===== src/rtl/hwag_spi_frame_master.sv =====
// rtl/hwag_spi_frame_master.sv - HWAG command-frame SPI master (mode 0, CRC8 appended)
// Sends [CMD8]:[ADDR8]:[DATA32 little-endian bytes]:[CRC8], each byte MSB first.
// Optional MISO capture is compiled in with `define HWAG_SPI_MASTER_MISO_CAPTURE_EN.
// Ports:
//   clk, rst             clock, synchronous active-high reset
//   start, cmd/addr/data frame request and payload (latched when accepted)
//   busy, done, tx_crc   frame status and CRC of the last sent frame
//   spi_sck/mosi/miso/ss SPI pins (sck idles low, ss active-low)
//   rx_frame, rx_crc_ok  captured MISO frame and its CRC check (feature only)
module hwag_spi_frame_master #(
    parameter int         CLK_DIV  = 4,
    parameter logic [7:0] CRC_POLY = 8'h07,
    parameter logic [7:0] CRC_INIT = 8'h00
) (
    input  logic        clk,
    input  logic        rst,
    input  logic        start,
    input  logic [7:0]  cmd,
    input  logic [7:0]  addr,
    input  logic [31:0] data,
    output logic        busy,
    output logic        done,
    output logic [7:0]  tx_crc,
    output logic        spi_sck,
    output logic        spi_mosi,
    input  logic        spi_miso,
    output logic        spi_ss,
    output logic [55:0] rx_frame,
    output logic        rx_crc_ok
);

    localparam logic [2:0] S_IDLE  = 3'd0;
    localparam logic [2:0] S_SETUP = 3'd1;
    localparam logic [2:0] S_SHIFT = 3'd2;
    localparam logic [2:0] S_HOLD  = 3'd3;
    localparam logic [2:0] S_GAP   = 3'd4;

    localparam int            DW       = $clog2(CLK_DIV) + 1;
    localparam logic [DW-1:0] DIV_LAST = DW'(CLK_DIV - 1);

    logic [2:0]    state;
    logic [DW-1:0] div_cnt;
    logic [5:0]    bit_cnt;
    logic [47:0]   tx_sreg;
    logic [7:0]    crc;
    logic          div_end;
    logic          sck_rise;
    logic          hold_end;
    logic [47:0]   tx_shifted;

    function automatic logic [7:0] crc_step(input logic [7:0] c, input logic b);
        logic fb;
        fb = c[7] ^ b;
        return {c[6:0], 1'b0} ^ (fb ? CRC_POLY : 8'h00);
    endfunction

    assign div_end  = (div_cnt == DIV_LAST);
    assign sck_rise = (state == S_SHIFT) && div_end && !spi_sck;
    assign hold_end = (state == S_HOLD) && div_end;

    // After bit 47 the payload is exhausted; the frozen CRC becomes the last byte.
    assign tx_shifted = (bit_cnt == 6'd47) ? {crc, 40'h0} : {tx_sreg[46:0], 1'b0};

    always_ff @(posedge clk) begin
        if (rst) begin
            state    <= S_IDLE;
            div_cnt  <= '0;
            bit_cnt  <= '0;
            tx_sreg  <= '0;
            crc      <= '0;
            busy     <= 1'b0;
            done     <= 1'b0;
            tx_crc   <= '0;
            spi_sck  <= 1'b0;
            spi_mosi <= 1'b0;
            spi_ss   <= 1'b1;
        end else begin
            done <= 1'b0;
            case (state)
                S_IDLE: begin
                    div_cnt <= '0;
                    if (start) begin
                        tx_sreg  <= {cmd, addr, data[7:0], data[15:8], data[23:16], data[31:24]};
                        crc      <= CRC_INIT;
                        bit_cnt  <= '0;
                        spi_ss   <= 1'b0;
                        busy     <= 1'b1;
                        spi_mosi <= cmd[7];
                        state    <= S_SETUP;
                    end
                end
                S_SETUP: begin
                    div_cnt <= div_end ? '0 : div_cnt + DW'(1);
                    if (div_end) state <= S_SHIFT;
                end
                S_SHIFT: begin
                    div_cnt <= div_end ? '0 : div_cnt + DW'(1);
                    if (div_end) begin
                        if (!spi_sck) begin
                            // Rising edge: the bit on MOSI is committed, fold it into the CRC.
                            spi_sck <= 1'b1;
                            if (bit_cnt < 6'd48) crc <= crc_step(crc, spi_mosi);
                        end else begin
                            spi_sck <= 1'b0;
                            if (bit_cnt == 6'd55) begin
                                spi_mosi <= 1'b0;
                                state    <= S_HOLD;
                            end else begin
                                bit_cnt  <= bit_cnt + 6'd1;
                                tx_sreg  <= tx_shifted;
                                spi_mosi <= tx_shifted[47];
                            end
                        end
                    end
                end
                S_HOLD: begin
                    div_cnt <= div_end ? '0 : div_cnt + DW'(1);
                    if (div_end) begin
                        spi_ss <= 1'b1;
                        done   <= 1'b1;
                        tx_crc <= crc;
                        state  <= S_GAP;
                    end
                end
                S_GAP: begin
                    div_cnt <= div_end ? '0 : div_cnt + DW'(1);
                    if (div_end) begin
                        busy  <= 1'b0;
                        state <= S_IDLE;
                    end
                end
                default: state <= S_IDLE;
            endcase
        end
    end

`ifdef HWAG_SPI_MASTER_MISO_CAPTURE_EN
    logic [55:0] rx_sreg;
    logic [7:0]  rx_crc_calc;

    always_ff @(posedge clk) begin
        if (rst) begin
            rx_sreg     <= '0;
            rx_crc_calc <= '0;
            rx_frame    <= '0;
            rx_crc_ok   <= 1'b0;
        end else begin
            if (state == S_IDLE && start) rx_crc_calc <= CRC_INIT;
            if (sck_rise) begin
                rx_sreg <= {rx_sreg[54:0], spi_miso};
                if (bit_cnt < 6'd48) rx_crc_calc <= crc_step(rx_crc_calc, spi_miso);
            end
            if (hold_end) begin
                // First byte on the wire sits at the top of the shift register.
                for (int j = 0; j < 7; j++) begin
                    rx_frame[8*j +: 8] <= rx_sreg[55-8*j -: 8];
                end
                rx_crc_ok <= (rx_sreg[7:0] == rx_crc_calc);
            end
        end
    end
`else
    logic unused_rx;
    assign unused_rx = spi_miso ^ sck_rise ^ hold_end;
    assign rx_frame  = '0;
    assign rx_crc_ok = 1'b0;
`endif

endmodule


===== config.mk =====
export PLATFORM = sky130hd
export DESIGN_NAME = hwag_spi_frame_master
export DESIGN_NICKNAME = d
export VERILOG_FILES = /design/src/rtl/hwag_spi_frame_master.sv
export SDC_FILE = /design/constraint.sdc
export NUM_CORES = 1
export LEC_CHECK = 0
export BUFFER_PORTS_ARGS = -buffer_cell sky130_fd_sc_hd__buf_4
export CORE_MARGIN = 5
export CORE_UTILIZATION = 50
export DETAILED_ROUTE_END_ITERATION = 7
export PLACE_DENSITY = 0.77
export SKIP_CTS_REPAIR_TIMING = 1
export SLEW_MARGIN = 20
export SYNTH_ARGS = -nofsm -noshare
export SYNTH_HDL_FRONTEND = slang
export SYNTH_SLANG_ARGS = --single-unit

===== constraint.sdc =====
create_clock -name clk -period 2.4 [get_ports clk]
set_input_delay 0.24 -clock clk [delete_from_list [all_inputs] [get_ports clk]]
set_output_delay 0.24 -clock clk [all_outputs]
set_load 0.005 [all_outputs]

==> flow_results.org <==
** Timing
- Number of max-slew violations in the final report :: 0
- At the pin with the least slew margin, the transition time is 0.570 ns.
- Clock skew on the completed layout was measured at 0.00756 ns.
- Timing would allow up to about 0.46 GHz.
- Minimum period implied by the final worst setup slack :: 2.16 ns
- Min setup slack post-route :: 0.242 ns
- Share of the clock period used by the worst path :: 0.899
- Setup violations remaining at the end of the flow were counted as 0.
- Setup repair after global routing left no endpoint under its margin.
- For the final routed database, the setup TNS stands at 0 ns.
- Hold violation total from the final report :: 0
- Relative max-transition margin :: 0.620

** Yosys
- Area of the mapped netlist :: about 4500 sq um
- Yosys mapped a number of flops with a built-in enable equal to 0.
- Sequential area share after synthesis :: 0.359
- The most used flip-flop cell after synthesis is dfxtp_1.
- Yosys printed 0 warnings.
- Post-synth cell types :: 52
- Mean Syn Cell Area :: 8.51 sq um
- Synthesis inferred 80 register bits.
- Of all flip-flops after synthesis, the portion carrying an async set or reset was 0.
- Cell count after synthesis :: 524

** Clocking
- The clock tree synthesis step divided the H-tree into 3 levels.
- In this run, CTS created clock tree buffers numbering 9.
- Clock root buffer :: clkbuf_8
- TritonCTS built the clock tree.
- Skew-Pair Late Insertion Delay :: 0.35 ns
- Worst-case clock buffer depth :: 2
- CTS saw 80 sinks.
- Clock edge transition at the registers on the reported setup and hold paths :: 0.08 ns

** Worst setup path
- The worst setup path is of the register to register kind.
- Data on the critical path arrives at its endpoint at 2.41 ns.
- STA puts the critical path data required time at 2.65 ns.
- Critical path launch point type :: register
- The worst setup path is captured at a register.
- Of all nets on the critical path, the largest fanout is 28.

** Layout
- In the final layout, the share of cells above drive strength 1 is 0.192.
- Post-route non-filler standard cell count :: 676
- The number of antenna diodes in the final layout is 0.
- Most common cell after layout, fill and taps aside :: buf_4
- Leaving out fill and tap cells, the most frequent cells in the layout are buf_4 (82), dfxtp_1 (80), conb_1 (57).
- For this run, the post-layout net count is 617.
- Post-synthesis to final-layout area growth :: 10.3%

** Routing
- Violation count after the first detailed-routing iteration :: roughly 260
- Average vias per placed instance :: 5.79
- Routed length per instance :: 16.1 microns
- The first TritonRoute pass finished after 5 iterations.
- Residual DRC :: 0
- Wires add up to 10.9 mm.
- Once detail routing completed, the nets flagged for antenna violations numbered 0.
- Vias :: 3913

** Global routing
- The first global-routing pass estimated 17.7 mm of wire.
- The total overflow left after global routing is 0.
- Number of global-route vias before repair :: 3754
- Number of antenna violations at the first check in global routing :: 0
- In the global route stage, overall resource usage came out at 0.190.
- Entering global routing, the biggest net connects 54 pins.

** Power and ir drop
- Clock group share of total power :: 0.355
- Internal cell power :: approximately 2000 uW
- The share of total power dissipated in combinational logic is 0.117.
- In this run the power spent charging and discharging nets is 699 uW.
- Of the total power, registers draw 0.528.
- Power per unit of standard cell area :: 553 nW/um^2
- Max VDD drop :: 325 uV
- Switching power share of the total :: 0.257
- Reported leakage power :: 0.00189 uW

** Place
- At the placement stage, the worst setup path has a slack of 0.348 ns.
- Number of cells in the design after placement :: 660
- IO buf count :: 63
- HPWL reported at the end of detailed placement :: 7.24 mm
- The congestion estimate from routability-driven global placement came to 0.795.

** Floorplan
- Measured along the x axis, the die boundary spans roughly 100 microns.
- # rows :: 34
- Area of the placeable core :: 8720 sq um
- about 120 I/O pins were placed.
- The die covers approximately 11000 sq um.
- Die Span Y :: 104 microns
- The initial utilization of the core area, before any placement, comes to 0.512.

** Min path
- Min-delay worst type :: input port to register

** Run status
- Result of the run :: complete, no violations

** Job
- The tool flagged a number of max-cap violations equal to 0.
==> sequential cells by signal, indices dropped and copies added (netlist names) <==
name	flops
bit_cnt	6
busy	1
crc	8
div_cnt	3
done	1
spi_mosi	1
spi_sck	1
spi_ss	1
state	3
tx_crc	8
tx_sreg	47
==> through the flow <==
stage / hold slack [ns] / power [uW] / instance area [sq um] / utilization
final: 0.151 / 2720 / 4920 / 0.565
after global placement: 0.454 / 1770 / 4730 / 0.543
after detailed placement: 0.463 / 1780 / 4730 / 0.543
after global routing: 0.133 / 2840 / 4920 / 0.565
after floorplan: 0.376 / 1730 / 4670 / -
after CTS: 0.137 / 2730 / 4920 / 0.565
==> cells by family (layout without fill, tap and decap cells) <==
family | Yosys count | after routing | share of synthesized area
AO/OA/AOI/OAI | 153 | 153 | 0.248
XOR/XNOR | 7 | 7 | 0.0137
adder cells (fa/ha/maj) | 3 | 3 | 0.00785
buffers and inverters | 115 | 103 | 0.164
flip-flops | 80 | 80 | 0.359
multiplexers | 9 | 9 | 0.0205
other | 1 | 57 | 0.000840
AND/OR/NAND/NOR | 156 | 156 | 0.186
==> metal layers <==
layer | global-route usage | share of wire | vias to the layer above
li1 | - | - | 1902
met1 | 0.236 | 0.43 | 1881
met2 | 0.328 | 0.50 | 123
met3 | 0.0497 | 0.064 | 7
met4 | 0.0472 | 0.0077 | 0
met5 | 0 | 0 | -
==> synthesized netlist by cell type, types with 2 or more instances <==
library cell / number / area (sq um)
nand4_1: 2 / 12.5
a31oi_1: 4 / 25.0
buf_1: 2 / 7.51
nor2_1: 13 / 48.8
a41o_1: 2 / 20.0
buf_2: 18 / 90.1
nor3b_1: 3 / 22.5
and2_1: 2 / 12.5
dfxtp_1: 80 / 1600
xnor2_1: 6 / 52.6
a311oi_1: 39 / 342
ha_1: 2 / 25.0
buf_4: 58 / 435
inv_1: 4 / 15.0
clkbuf_1: 25 / 93.8
nor3_2: 2 / 20.0
o21ai_2: 2 / 17.5
o2111ai_1: 7 / 61.3
a21oi_1: 26 / 130
o211ai_1: 5 / 37.5
buf_6: 8 / 90.1
o31ai_1: 8 / 60.1
a211oi_1: 40 / 300
nand3_1: 48 / 240
nor3_1: 3 / 15.0
nand3b_1: 7 / 52.6
nand2_1: 53 / 199
nand2b_1: 7 / 43.8
or3_1: 4 / 25.0
o21ai_0: 15 / 75.1
mux2i_1: 8 / 80.1
==> layout make-up <==
cell class / instances / area, sq um
timing repair buffer: 83 / 636
clock buffer: 11 / 131
inverter: 4 / 15.0
clock inverter: 5 / 57.6
fill: 789 / 3800
tap: 108 / 135
sequential: 80 / 1600
multi-input combinational: 385 / 2350
==> final timing paths <==
path | startpoint | end | slack [ns] | depth (start not counted)
worst min-delay path | data[24] | tx_sreg[0] | 0.15 | 3
worst min register to register | spi_ss | spi_ss | 0.48 | 2
worst max-delay path | bit_cnt[0] | tx_sreg[13] | 0.24 | 6
worst max register to register | bit_cnt[0] | tx_sreg[13] | 0.24 | 6
==> power by group through the flow <==
stage | logic (uW) | clock network, uW | registers [uW]
after global routing | 352 | 1040 | 1450
final | 318 | 967 | 1440
after global placement | 302 | 0 | 1460
after floorplan | 275 | 0 | 1450
after detailed placement | 315 | 0 | 1470
after CTS | 316 | 982 | 1440
==> critical path, cell delays in order (launching register included) <==
cell      delay, ns
dfxtp_1        0.41
ha_1           0.26
and4b_1        0.26
and2_1         0.46
o21ai_2        0.13
buf_4          0.25
a311oi_1       0.28
Note: power is estimated with default switching activity, not from simulation.
